<file path="config.mk">
export PLATFORM = sky130hd
export DESIGN_NAME = async_fifo_wr_ctrl_flat
export DESIGN_NICKNAME = d
export VERILOG_FILES = /design/src/rtl/async_fifo_wr_ctrl_if.sv /design/src/rtl/async_fifo_wr_ctrl.sv /design/src/flat_wrapper.sv
export SDC_FILE = /design/constraint.sdc
export NUM_CORES = 1
export LEC_CHECK = 0
export ABC_CLOCK_PERIOD_IN_PS = 2160
export CAP_MARGIN = 0
export CORE_UTILIZATION = 35
export CTS_CLUSTER_SIZE = 10
export DETAILED_ROUTE_END_ITERATION = 7
export GPL_TIMING_DRIVEN = 0
export PLACE_DENSITY = 0.59
export RECOVER_POWER = 50
export SYNTH_ARGS = -nofsm -noshare
export SYNTH_HDL_FRONTEND = slang
export SYNTH_SLANG_ARGS = --single-unit
</file>
<file path="constraint.sdc">
create_clock -name wr_clk_i -period 2.16 [get_ports wr_clk_i]
set_input_delay 0.432 -clock wr_clk_i [delete_from_list [all_inputs] [get_ports wr_clk_i]]
set_output_delay 0.432 -clock wr_clk_i [all_outputs]
set_load 0.02 [all_outputs]
</file>
<file path="src/rtl/async_fifo_wr_ctrl_if.sv">
// rtl/async_fifo_wr_ctrl_if.sv - write-side bundle between RX datapath, FIFO memory and read domain
interface async_fifo_wr_ctrl_if #(
  parameter int FIFO_DEPTH = 8,
  parameter int ADDR       = $clog2(FIFO_DEPTH)
);
  logic            wr_en_i;
  logic            ovf_clr_i;
  logic [ADDR:0]   rd_gray_ptr_i;
  logic            wr_valid_o;
  logic [ADDR-1:0] wr_ptr_o;
  logic [ADDR:0]   wr_gray_ptr_o;
  logic            full_o;
  logic            afull_o;
  logic [ADDR:0]   wr_level_o;
  logic            overflow_o;

  // Upstream / read-domain side: issues writes, supplies the read pointer.
  modport master (
    output wr_en_i, ovf_clr_i, rd_gray_ptr_i,
    input  wr_valid_o, wr_ptr_o, wr_gray_ptr_o, full_o, afull_o, wr_level_o, overflow_o
  );

  // Controller side.
  modport slave (
    input  wr_en_i, ovf_clr_i, rd_gray_ptr_i,
    output wr_valid_o, wr_ptr_o, wr_gray_ptr_o, full_o, afull_o, wr_level_o, overflow_o
  );
endinterface

</file>
<file path="src/rtl/async_fifo_wr_ctrl.sv">
// rtl/async_fifo_wr_ctrl.sv - write-domain pointer, flag and occupancy controller for the UART async FIFO
module async_fifo_wr_ctrl #(
  parameter int DLY         = 1,
  parameter int FIFO_DEPTH  = 8,
  parameter int ADDR        = $clog2(FIFO_DEPTH),
  parameter int AFULL_LEVEL = FIFO_DEPTH - 2
) (
  input  logic                 wr_clk_i,
  input  logic                 rst_n_i,
  async_fifo_wr_ctrl_if.slave  bus
);

  // Parameter sanity; DLY only matters to behavioural models, so it is range-checked here.
  if (FIFO_DEPTH < 4 || (FIFO_DEPTH & (FIFO_DEPTH - 1)) != 0) begin : g_bad_depth
    $error("FIFO_DEPTH must be a power of two and at least 4");
  end
  if (AFULL_LEVEL < 1 || AFULL_LEVEL > FIFO_DEPTH || DLY < 0) begin : g_bad_level
    $error("AFULL_LEVEL must lie in 1..FIFO_DEPTH and DLY must be non-negative");
  end

  localparam logic [ADDR:0] AFULL_THR = (ADDR + 1)'(AFULL_LEVEL);

  logic          accept;
  logic [ADDR:0] wbin_q,  wbin_d;
  logic [ADDR:0] wgray_q, wgray_d;
  logic [ADDR:0] rq1_q,   rq2_q;
  logic [ADDR:0] rbin_s;
  logic [ADDR:0] level_q, level_d;
  logic          full_q,  full_d;
  logic          afull_q, afull_d;
  logic          ovf_q,   ovf_d;

  // A write is only taken when the registered full flag is clear.
  assign accept            = bus.wr_en_i & ~full_q;
  assign bus.wr_valid_o    = accept;
  assign bus.wr_ptr_o      = wbin_q[ADDR-1:0];
  assign bus.wr_gray_ptr_o = wgray_q;
  assign bus.full_o        = full_q;
  assign bus.afull_o       = afull_q;
  assign bus.wr_level_o    = level_q;
  assign bus.overflow_o    = ovf_q;

  // Next pointer, its Gray form, synchronised read pointer in binary, and next flag values.
  always_comb begin
    wbin_d  = wbin_q + {{ADDR{1'b0}}, accept};
    wgray_d = (wbin_d >> 1) ^ wbin_d;

    rbin_s       = '0;
    rbin_s[ADDR] = rq2_q[ADDR];
    for (int i = ADDR - 1; i >= 0; i--) begin
      rbin_s[i] = rbin_s[i+1] ^ rq2_q[i];
    end

    // Full is judged against the next pointer so the filling write raises it at its own edge.
    level_d = wbin_d - rbin_s;
    full_d  = (wgray_d == {~rq2_q[ADDR:ADDR-1], rq2_q[ADDR-2:0]});
    afull_d = (level_d >= AFULL_THR);

    // Set has priority over clear so a rejected write is never lost.
    ovf_d = ovf_q;
    if (bus.wr_en_i & full_q) begin
      ovf_d = 1'b1;
    end else if (bus.ovf_clr_i) begin
      ovf_d = 1'b0;
    end
  end

  // Binary and Gray write pointers advance together on an accepted write.
  always_ff @(posedge wr_clk_i or negedge rst_n_i) begin
    if (!rst_n_i) begin
      wbin_q  <= '0;
      wgray_q <= '0;
    end else begin
      wbin_q  <= wbin_d;
      wgray_q <= wgray_d;
    end
  end

  // Two-flop synchroniser for the read-domain Gray pointer, nothing between the stages.
  always_ff @(posedge wr_clk_i or negedge rst_n_i) begin
    if (!rst_n_i) begin
      rq1_q <= '0;
      rq2_q <= '0;
    end else begin
      rq1_q <= bus.rd_gray_ptr_i;
      rq2_q <= rq1_q;
    end
  end

  // Registered status: full, almost-full, occupancy and sticky overflow.
  always_ff @(posedge wr_clk_i or negedge rst_n_i) begin
    if (!rst_n_i) begin
      full_q  <= 1'b0;
      afull_q <= 1'b0;
      level_q <= '0;
      ovf_q   <= 1'b0;
    end else begin
      full_q  <= full_d;
      afull_q <= afull_d;
      level_q <= level_d;
      ovf_q   <= ovf_d;
    end
  end

endmodule
</file>
<file path="src/flat_wrapper.sv">
// flat-port wrapper written by rule: the top's interface ports become plain ports
module async_fifo_wr_ctrl_flat 
#(
  parameter int DLY         = 1,
  parameter int FIFO_DEPTH  = 8,
  parameter int ADDR        = $clog2(FIFO_DEPTH),
  parameter int AFULL_LEVEL = FIFO_DEPTH - 2
)
  (wr_clk_i, rst_n_i, bus_wr_en_i, bus_ovf_clr_i, bus_rd_gray_ptr_i, bus_wr_valid_o, bus_wr_ptr_o, bus_wr_gray_ptr_o, bus_full_o, bus_afull_o, bus_wr_level_o, bus_overflow_o);
  async_fifo_wr_ctrl_if #(.FIFO_DEPTH(FIFO_DEPTH), .ADDR(ADDR)) bus_i ();
  input  logic wr_clk_i;
  input  logic rst_n_i;
  input wire logic [$bits(bus_i.wr_en_i)-1:0] bus_wr_en_i;
  input wire logic [$bits(bus_i.ovf_clr_i)-1:0] bus_ovf_clr_i;
  input wire logic [$bits(bus_i.rd_gray_ptr_i)-1:0] bus_rd_gray_ptr_i;
  output wire logic [$bits(bus_i.wr_valid_o)-1:0] bus_wr_valid_o;
  output wire logic [$bits(bus_i.wr_ptr_o)-1:0] bus_wr_ptr_o;
  output wire logic [$bits(bus_i.wr_gray_ptr_o)-1:0] bus_wr_gray_ptr_o;
  output wire logic [$bits(bus_i.full_o)-1:0] bus_full_o;
  output wire logic [$bits(bus_i.afull_o)-1:0] bus_afull_o;
  output wire logic [$bits(bus_i.wr_level_o)-1:0] bus_wr_level_o;
  output wire logic [$bits(bus_i.overflow_o)-1:0] bus_overflow_o;
  assign bus_i.wr_en_i = bus_wr_en_i;
  assign bus_i.ovf_clr_i = bus_ovf_clr_i;
  assign bus_i.rd_gray_ptr_i = bus_rd_gray_ptr_i;
  assign bus_wr_valid_o = bus_i.wr_valid_o;
  assign bus_wr_ptr_o = bus_i.wr_ptr_o;
  assign bus_wr_gray_ptr_o = bus_i.wr_gray_ptr_o;
  assign bus_full_o = bus_i.full_o;
  assign bus_afull_o = bus_i.afull_o;
  assign bus_wr_level_o = bus_i.wr_level_o;
  assign bus_overflow_o = bus_i.overflow_o;
  async_fifo_wr_ctrl #(.DLY(DLY), .FIFO_DEPTH(FIFO_DEPTH), .ADDR(ADDR), .AFULL_LEVEL(AFULL_LEVEL)) u_core (.wr_clk_i(wr_clk_i), .rst_n_i(rst_n_i), .bus(bus_i));
endmodule
</file>
* After elaboration in Yosys (flattened, before gate mapping) *
Index checks and enable logic that the tools add are counted.

storage, ports and cells
  register bits = 23
  input port bits = 8
  output and inout bits = 15
  logic and storage cells = 23

operators by class
  add/subtract/negate cells = 2
  $lt $le $gt $ge = 1
  equal/unequal tests = 1
  muxes and demuxes = 2
  bitwise gates (word level) = 8
  reductions and logical operators = 1

operators with widths
  cell                                                                number
  adder 4 x 1 -> 4 bit                                                1
  equality test 4 bit                                                 1
  greater-or-equal comparator 4 x 3 -> 1 bit (second input constant)  1
  subtractor 4 bit                                                    1
  bitwise XOR 3 x 4 -> 4 bit                                          1
  bitwise XOR 1 bit                                                   3
  bitwise AND 1 bit                                                   2
  2-to-1 mux 1 bit                                                    2
  inverter 2 bit                                                      1
  nonzero test 2 bit                                                  1
  inverter 1 bit                                                      1

* Logic depth before layout (Yosys ltp) *
Gate-level depths: netlist (run 1).

  word-level depth = 5
  mapped depth = 9
  mapped depth without buffers = 9

* Least setup slack after synthesis (run 1) *
Ideal clock, no wire load.

  kind = reg2reg
  start point = register u_core.full_q (netlist: u_core.bus.full_o)
  end point = register u_core.afull_q (netlist: u_core.bus.afull_o)
  setup time = 0.133 ns
  arrival = 2.374 ns
  required time = 2.027 ns
  setup slack = -0.347 ns
  cell stages (with the launch flop) = 10
  path buffers = 0
  period minus slack after synthesis = 2.507 ns
  path through = dfrtp_1 > nor2b_1 > ha_1 > ha_1 > inv_1 > fa_1 > inv_1 > and3_1 > a31oi_1 > o211ai_1

between the ends
  cells in the longest elaborated chain, start to end = 5

RTL lines
  what                                        line                      text
  start: declaration                          async_fifo_wr_ctrl.sv:29  logic full_q, full_d;
  start signal: assignment                    async_fifo_wr_ctrl.sv:98  full_q <= full_d;
  inverter 1 bit                              async_fifo_wr_ctrl.sv:34  assign accept = bus.wr_en_i & ~full_q;
  bitwise AND 1 bit                           async_fifo_wr_ctrl.sv:34
  net bus_wr_valid_o                          flat_wrapper.sv:16        output wire logic [$bits(bus_i.wr_valid_o)-1:0] bus_wr_valid_o;
  adder 4 x 1 -> 4 bit                        async_fifo_wr_ctrl.sv:45  wbin_d = wbin_q + {{ADDR{1'b0}}, accept};
  net u_core.wbin_d[1]                        async_fifo_wr_ctrl.sv:24  logic [ADDR:0] wbin_q, wbin_d;
  subtractor 4 bit                            async_fifo_wr_ctrl.sv:55  level_d = wbin_d - rbin_s;
  net u_core.level_d[1]                       async_fifo_wr_ctrl.sv:28  logic [ADDR:0] level_q, level_d;
  greater-or-equal comparator 4 x 3 -> 1 bit  async_fifo_wr_ctrl.sv:57  afull_d = (level_d >= AFULL_THR);
  net u_core.afull_d                          async_fifo_wr_ctrl.sv:30  logic afull_q, afull_d;
  end signal: assignment                      async_fifo_wr_ctrl.sv:99  afull_q <= afull_d;
  end: declaration                            async_fifo_wr_ctrl.sv:30

The timed path passes the listed nets, and every way through them passes these cells.
A chain may end at the register's enable or synchronous reset.

* Worst setup path after layout (run 1) *
  start point = register u_core.rq2_q[2]
  end point = register u_core.afull_q (netlist: u_core.bus.afull_o)

between the ends
  cells in the longest elaborated chain, start to end = 5

RTL lines
  what                                            line                      text
  start: declaration                              async_fifo_wr_ctrl.sv:26  logic [ADDR:0] rq1_q, rq2_q;
  start signal: assignment                        async_fifo_wr_ctrl.sv:86  rq2_q <= rq1_q;
  bitwise XOR 1 bit (*) (2 in series)             async_fifo_wr_ctrl.sv:51  rbin_s[i] = rbin_s[i+1] ^ rq2_q[i];
  bitwise XOR 1 bit                               async_fifo_wr_ctrl.sv:51
  subtractor 4 bit (*)                            async_fifo_wr_ctrl.sv:55
  net u_core.level_d[1]                           async_fifo_wr_ctrl.sv:28
  greater-or-equal comparator 4 x 3 -> 1 bit (*)  async_fifo_wr_ctrl.sv:57
  net u_core.afull_d                              async_fifo_wr_ctrl.sv:30

Mark *: on every way through the listed nets, which the timed path passes. The rest lies on a longest branch.

==> results of run 1 <==
-- metal layers --
metal	track usage [%]	wire length [um]	part of all wire (%)
met5	0	0	0
met4	9.21	29	2.0
met3	3.45	47	3.2
met2	22.1	745	51
met1	14.0	635	44
-- worst reg2reg max path: stages (launching register included) --
cell and delay (ps):
dfrtp_1 430, xnor2_2 260, xor2_2 200, xnor2_1 100, ha_2 190, fa_1 500, inv_1 50, and3_4 160
a31oi_1 130, o211ai_1 100
-- cell usage after synthesis --
master and n:
a211oi_1 1, a211oi_2 1, a21boi_0 1, a21o_1 1, a21oi_1 1, a31oi_1 1
and3_1 1, dfrtp_1 22, fa_1 1, ha_1 5, inv_1 8, mux2i_1 1
nand2_1 1, nand3_1 2, nor2b_1 1, o211ai_1 1, o21ai_0 1, o22a_1 1
or3_1 1, xnor2_1 10, xor2_1 5, xor2_2 1
-- what timing repair did --
item / in CTS / in global routing
pin swaps: 7 / 4
hold endpoints to repair: 0 / 0
endpoints found under the setup margin: 1 / 1
resized for setup: 2 / 1
setup buffers: 5 / 1
-- power breakdown --
part | internal, mW | switching, mW
registers | 0.570 | 0.0850
clock network | 0.103 | 0.118
logic | 0.693 | 0.688
-- flip-flops by register name (all words and copies together), names as in the netlist --
signal	flops
u_core.bus.overflow_o	1
u_core.wbin_q	4
u_core.bus.wr_level_o	4
u_core.bus.full_o	1
u_core.bus.afull_o	1
u_core.rq1_q	4
u_core.rq2_q	4
u_core.bus.wr_gray_ptr_o	3
-- final cells by class --
cell class                      count  area [um^2]  area share (%)
Clock buffer                        4         36.3            2.78
Multi-Input combinational cell     38          388            29.8
Sequential cell                    22          552            42.3
Tap cell                           30         37.5            2.88
Timing Repair Buffer               28          260            20.0
Inverter                            8         30.0            2.30
-- kinds of logic (layout without fill, tap and decap cells) --
family                   Yosys count  count (layout)  share of synthesized area (%)
AND/OR/NAND/NOR                    6               6                           3.53
XOR/XNOR                          16              16                           16.0
multiplexers                       1               1                           1.09
flip-flops                        22              22                           59.8
buffers and inverters              8              40                           3.26
adder cells (fa/ha/maj)            6               6                           8.97
AO/OA/AOI/OAI                      9               9                           7.34
-- metrics by stage --
stage                     cell area (um^2)  total power [mW]  std cells
after floorplan                        965              1.60         68
after global placement                1220              2.00        120
after detailed placement              1220              2.03        120
after CTS                             1300              2.30        129
after global routing                  1300              2.44        130
final                                 1300              2.26        130
-- final timing paths --
| kind | end | slack [ps] | depth (start not counted) |
|---|---|---|---|
| setup / recovery | u_core.bus.afull_o | -70 | 9 |
| hold / removal | u_core.rq2_q[3] | 360 | 0 |
| setup reg to reg | u_core.bus.afull_o | -70 | 9 |
| min in group asynchronous | u_core.rq2_q[2] | 710 | 1 |
| hold reg to reg | u_core.rq2_q[3] | 360 | 0 |
| max in group asynchronous | u_core.bus.full_o | 820 | 1 |
==> run_results.csv, run 1 <==
group,metric,value,unit
sta,setup_viol,1,
layout,fill_cells,230,
route,drt_iter0_drc,1,
route,num_vias,578,
yosys,ys_ff_latch,22,
setup_path,path_buf_inv,1,
route,wl,1.46,mm
floorplanning,core_area,0.00248,mm^2
clocking,clockRootBuffer,"clkbuf_4",
sta,final_min_period_over_clock_period,103,%
grt,grt_pass1_vias,605,
layout,antennaDiodeCount,0,
setup_path,crit_family,"adder cells",
setup_path,critical_path_class,"flip-flop to flip-flop",
clocking,path_clk_slew,120,ps
sta,slew_violations,0,
grt,antenna_found_initial,0,
sta,clock_skew,4.26,ps
setup_path,crit_path_cell_trace,"xnor2_2, xor2_2, xnor2_1, ha_2, fa_1, inv_1, and3_4, a31oi_1, o211ai_1",
placement,portBuffers,22,
sta,setup_ws,-67.3,ps
route,vias_per_cell,4.45,
yosys,synth.avg_cell_area,13.5,um^2
sta,relSlewSlack,37.1,%
sta,holdWs,360,ps
floorplanning,die-area,0.00284,mm^2
setup_path,timing.rr.start,"u_core.rq2_q[2]",
sta,rsz0062_at_grt,"yes",
yosys,syn_area,921,um^2
clocking,cts_buffers,3,
clocking,cts_hold_buf,0,
setup_path,end_kind,"flip-flop",
yosys,synthCells,68,
grt,grt_pass1_wl,2.53,mm
layout,drive_above_1_share,19.0,%
sta,hold_violations,0,
sta,worstMarginPinSlew,940,ps
route,wl_per_cell,11.2,um
outcome,failed_checks,"negative setup slack",
clocking,h-tree-depth,1,
placement,dp_hpwl,1.06,mm
floorplanning,rows,18,
setup_path,cp.required,2350,ps
sta,final.setup.tns,-67.3,ps
setup_path,critPathLaunch,"u_core.rq2_q[2]",
floorplanning,io-pin-count,23,
route,drc_errors,0,
floorplanning,die_w,53.3,um
grt,grt_overflow,0,
layout,mostFrequentLayoutCells,"21 x dfrtp_1, 15 x clkdlybuf4s50_1, 9 x xnor2_1",
clocking,cts.sinks,22,
setup_path,max_stage_delay,500,ps
setup_path,cp_slowest_cell,"fa_1",
yosys,synth-seq-area-share,59.8,%
flow_run,max-cap-violations,0,
setup_path,cp_max_fo,2,
route,ant_nets,0,
route,dr.pass1.iters,4,
layout,syn_to_final_growth,41.6,%
sta,period_needed,2230,ps
grt,grtUsageTotal,13.1,%
pwr,p_per_area,1730,mW/mm^2
sta,clock.fmax,449,MHz
hold_path,min-delay-start,"u_core.rq1_q[3]",
placement,place.gp.congestion,0.811,
setup_path,arrival,2420,ps
outcome,outcome,"finished, violations left",
clocking,cts_buffer_depth,2,
layout,fin_util,52.6,%
clocking,cts_tree,"done",
pwr,peakVddDrop,0.908,mV
placement,dpl_worst_slack,-454,ps
hold_path,hp-class,"flip-flop to flip-flop",
yosys,synth_top_area_share,59.8,%
setup_path,crit_path_start_kind,"flip-flop",
yosys,synth_top_cell_by_area,"dfrtp_1",
yosys,synth_fp_nets,82,
layout,final_common_cell,"dfrtp_1",
floorplanning,start_util,37.2,%
yosys,ys.warnings.count,0,
grt,grt_max_degree,23,
floorplanning,die_y,53.3,um
yosys,synthDistinctLibCells,22,
yosys,synth.area.top_cells,"dfrtp_1 60%, xnor2_1 9.5%, ha_1 6.8%",
clocking,clkLatencyLatePin,300,ps
layout,final_nets,115,
pwr,leakage,0.571,nW
No activity file was read; power rests on OpenSTA's default activity.
==> inputs of run 2 (changes only) <==
- CAP_MARGIN: 0 -> 25
==> run 2 against run 1 <==
Effect of this change: the run still ends with negative setup slack left; final area grew 1.2%; fmax shrank 0.12%; setup slack lost 2.7 ps; critical path depth is the same; clock skew is essentially flat; hold slack lost 32 ps; sequential share of layout area shrank 0.48 points; register-to-register slack is essentially flat; die area is the same; cell count grew 0.77%; clock-buffer cell count is the same; routed wire length grew 0.89%.
==> run_results.csv, run 2 (same netlist as run 1, synthesis figures left out) <==
group,metric,value,unit
pwr,leakage,0.576,nW
floorplanning,io-pin-count,23,
grt,grt_max_degree,23,
grt,grt_pass1_vias,605,
sta,period_needed,2230,ps
sta,setup_viol,1,
pwr,sequentialPowerShare,28.7,%
sta,setup_ws,-70.0,ps
grt,antenna_found_initial,0,
pwr,power_frac_comb,61.5,%
route,drc_errors,0,
floorplanning,start_util,37.2,%
layout,final_common_cell,"dfrtp_1",
pwr,p_sw,0.901,mW
clocking,cts_buffers,3,
clocking,clockRootBuffer,"clkbuf_4",
layout,drive_above_1_share,20.8,%
placement,portBuffers,22,
route,ant_nets,0,
pwr,peakVddDrop,0.908,mV
pwr,pwr-share-clk,9.8,%
pwr,switching_share,39.3,%
grt,grtUsageTotal,13.1,%
clocking,cts.sinks,22,
floorplanning,die_y,53.3,um
route,vias_per_cell,4.45,
hold_path,hp-class,"input port to asynchronous set/reset pin",
flow_run,max-cap-violations,0,
clocking,path_clk_slew,120,ps
route,dr.pass1.iters,4,
setup_path,critical_path_class,"flip-flop to flip-flop",
placement,dp_hpwl,1.06,mm
placement,dp.cells,120,
setup_path,arrival,2430,ps
sta,relSlewSlack,27.9,%
setup_path,cp_max_fo,2,
layout,layoutNonFillerInstCount,131,
outcome,failed_checks,"negative setup slack",
sta,slew_violations,0,
setup_path,cp.required,2360,ps
setup_path,timing.rr.start,"u_core.rq2_q[2]",
sta,rsz0062_at_grt,"yes",
clocking,h-tree-depth,1,
grt,grt_overflow,0,
sta,worstMarginPinSlew,1080,ps
clocking,cts_tree,"done",
layout,syn_to_final_growth,43.2,%
route,wl,1.47,mm
setup_path,rr_worst_depth,9,
setup_path,end_kind,"flip-flop",
floorplanning,core_area,0.00248,mm^2
placement,place.gp.congestion,0.811,
clocking,cts_hold_buf,0,
sta,final_min_period_over_clock_period,103,%
outcome,outcome,"finished, violations left",
sta,clock_skew,3.83,ps
clocking,clkLatencyLatePin,310,ps
setup_path,crit_path_start_kind,"flip-flop",
floorplanning,rows,18,
pwr,internal-power,1.39,mW
route,wl_per_cell,11.2,um
layout,mostFrequentLayoutCells,"21 x dfrtp_1, 16 x clkdlybuf4s50_1, 9 x xnor2_1",
route,num_vias,583,
grt,grt_pass1_wl,2.53,mm
route,drt_iter0_drc,1,
layout,final_nets,116,
setup_path,reg2reg_to,"u_core.bus.afull_o",
sta,hold_violations,0,
setup_path,reg2reg_slack,-70,ps
floorplanning,die-area,0.00284,mm^2
pwr,p_per_area,1740,mW/mm^2
clocking,cts_buffer_depth,2,
layout,antennaDiodeCount,0,
sta,clock.fmax,448,MHz
floorplanning,die_w,53.3,um
layout,fin_util,53.2,%
[run 2: cell types whose count changed in the layout (fill, tap and decap cells not counted), sizes merged]
| cell | previous run | this run |
|---|---|---|
| buf | 5 | 6 |
| clkdlybuf4s50 | 15 | 16 |
| dlygate4sd3 | 6 | 5 |
[run 2: cell type report]
cell class	count	area, um^2
repair buffers	29	268
clock buffers	4	36.3
well taps	30	37.5
fillers	230	1160
flip-flops and latches	22	552
multi-input cells	38	395
inverters	8	30.0
[run 2: how the worst max path moves through the flow]
stage,startpoint,to,cells past startpoint
after floorplan,u_core.rq2_q[2],u_core.bus.afull_o,9
after global placement,bus_wr_en_i,u_core.bus.afull_o,10
after detailed placement,bus_wr_en_i,u_core.bus.afull_o,10
after CTS,u_core.rq2_q[3],u_core.bus.afull_o,9
after global routing,u_core.rq2_q[2],u_core.bus.afull_o,9
final,u_core.rq2_q[2],u_core.bus.afull_o,9
[run 2: metal layers]
metal | vias up | track usage [%] | wire [um]
met5 | - | 0 | 0
li1 | 287 | - | -
met4 | 0 | 9.21 | 43
met2 | 14 | 22.1 | 734
met1 | 276 | 14.0 | 645
met3 | 6 | 3.45 | 48
[run 2: power groups by stage]
stage / sequential (mW) / combinational [mW] / clock [mW]
floorplan: 0.831 / 0.767 / 0
global placement: 0.666 / 1.34 / 0
detailed placement: 0.669 / 1.36 / 0
CTS: 0.661 / 1.40 / 0.237
global route: 0.673 / 1.56 / 0.249
finish: 0.657 / 1.41 / 0.223
[run 2: metrics by stage]
stage	setup slack, ps	hold WS (ps)	cell area [um^2]	power [mW]	setup TNS [ps]
after floorplan	-0.353	136	965	1.60	-0.353
after global placement	-435	331	1220	2.00	-1140
after detailed placement	-454	335	1220	2.03	-1110
after CTS	-49.2	363	1300	2.30	-49.2
after global routing	-186	309	1320	2.48	-186
final	-70.0	327	1320	2.29	-70.0
[run 2: critical path, stage by stage (launching register included)]
cell,delay (ps)
dfrtp_1,430
xnor2_2,260
xor2_2,210
xnor2_1,100
ha_2,190
fa_1,500
inv_1,50
and3_4,160
a31oi_1,130
o211ai_1,100
[run 2: repair_timing]
| action | in CTS | in global routing |
|---|---|---|
| pin swaps | 7 | 4 |
| gates cloned | 0 | 0 |
| gates resized for setup | 2 | 1 |
| endpoints found under the setup margin | 1 | 1 |
| setup buffers | 5 | 1 |
==> inputs of run 3 (changes only) <==
- HOLD_SLACK_MARGIN: unset -> 0.02
==> results of run 3 <==
Final layout, timing and power as in run 2 (identical DEF).
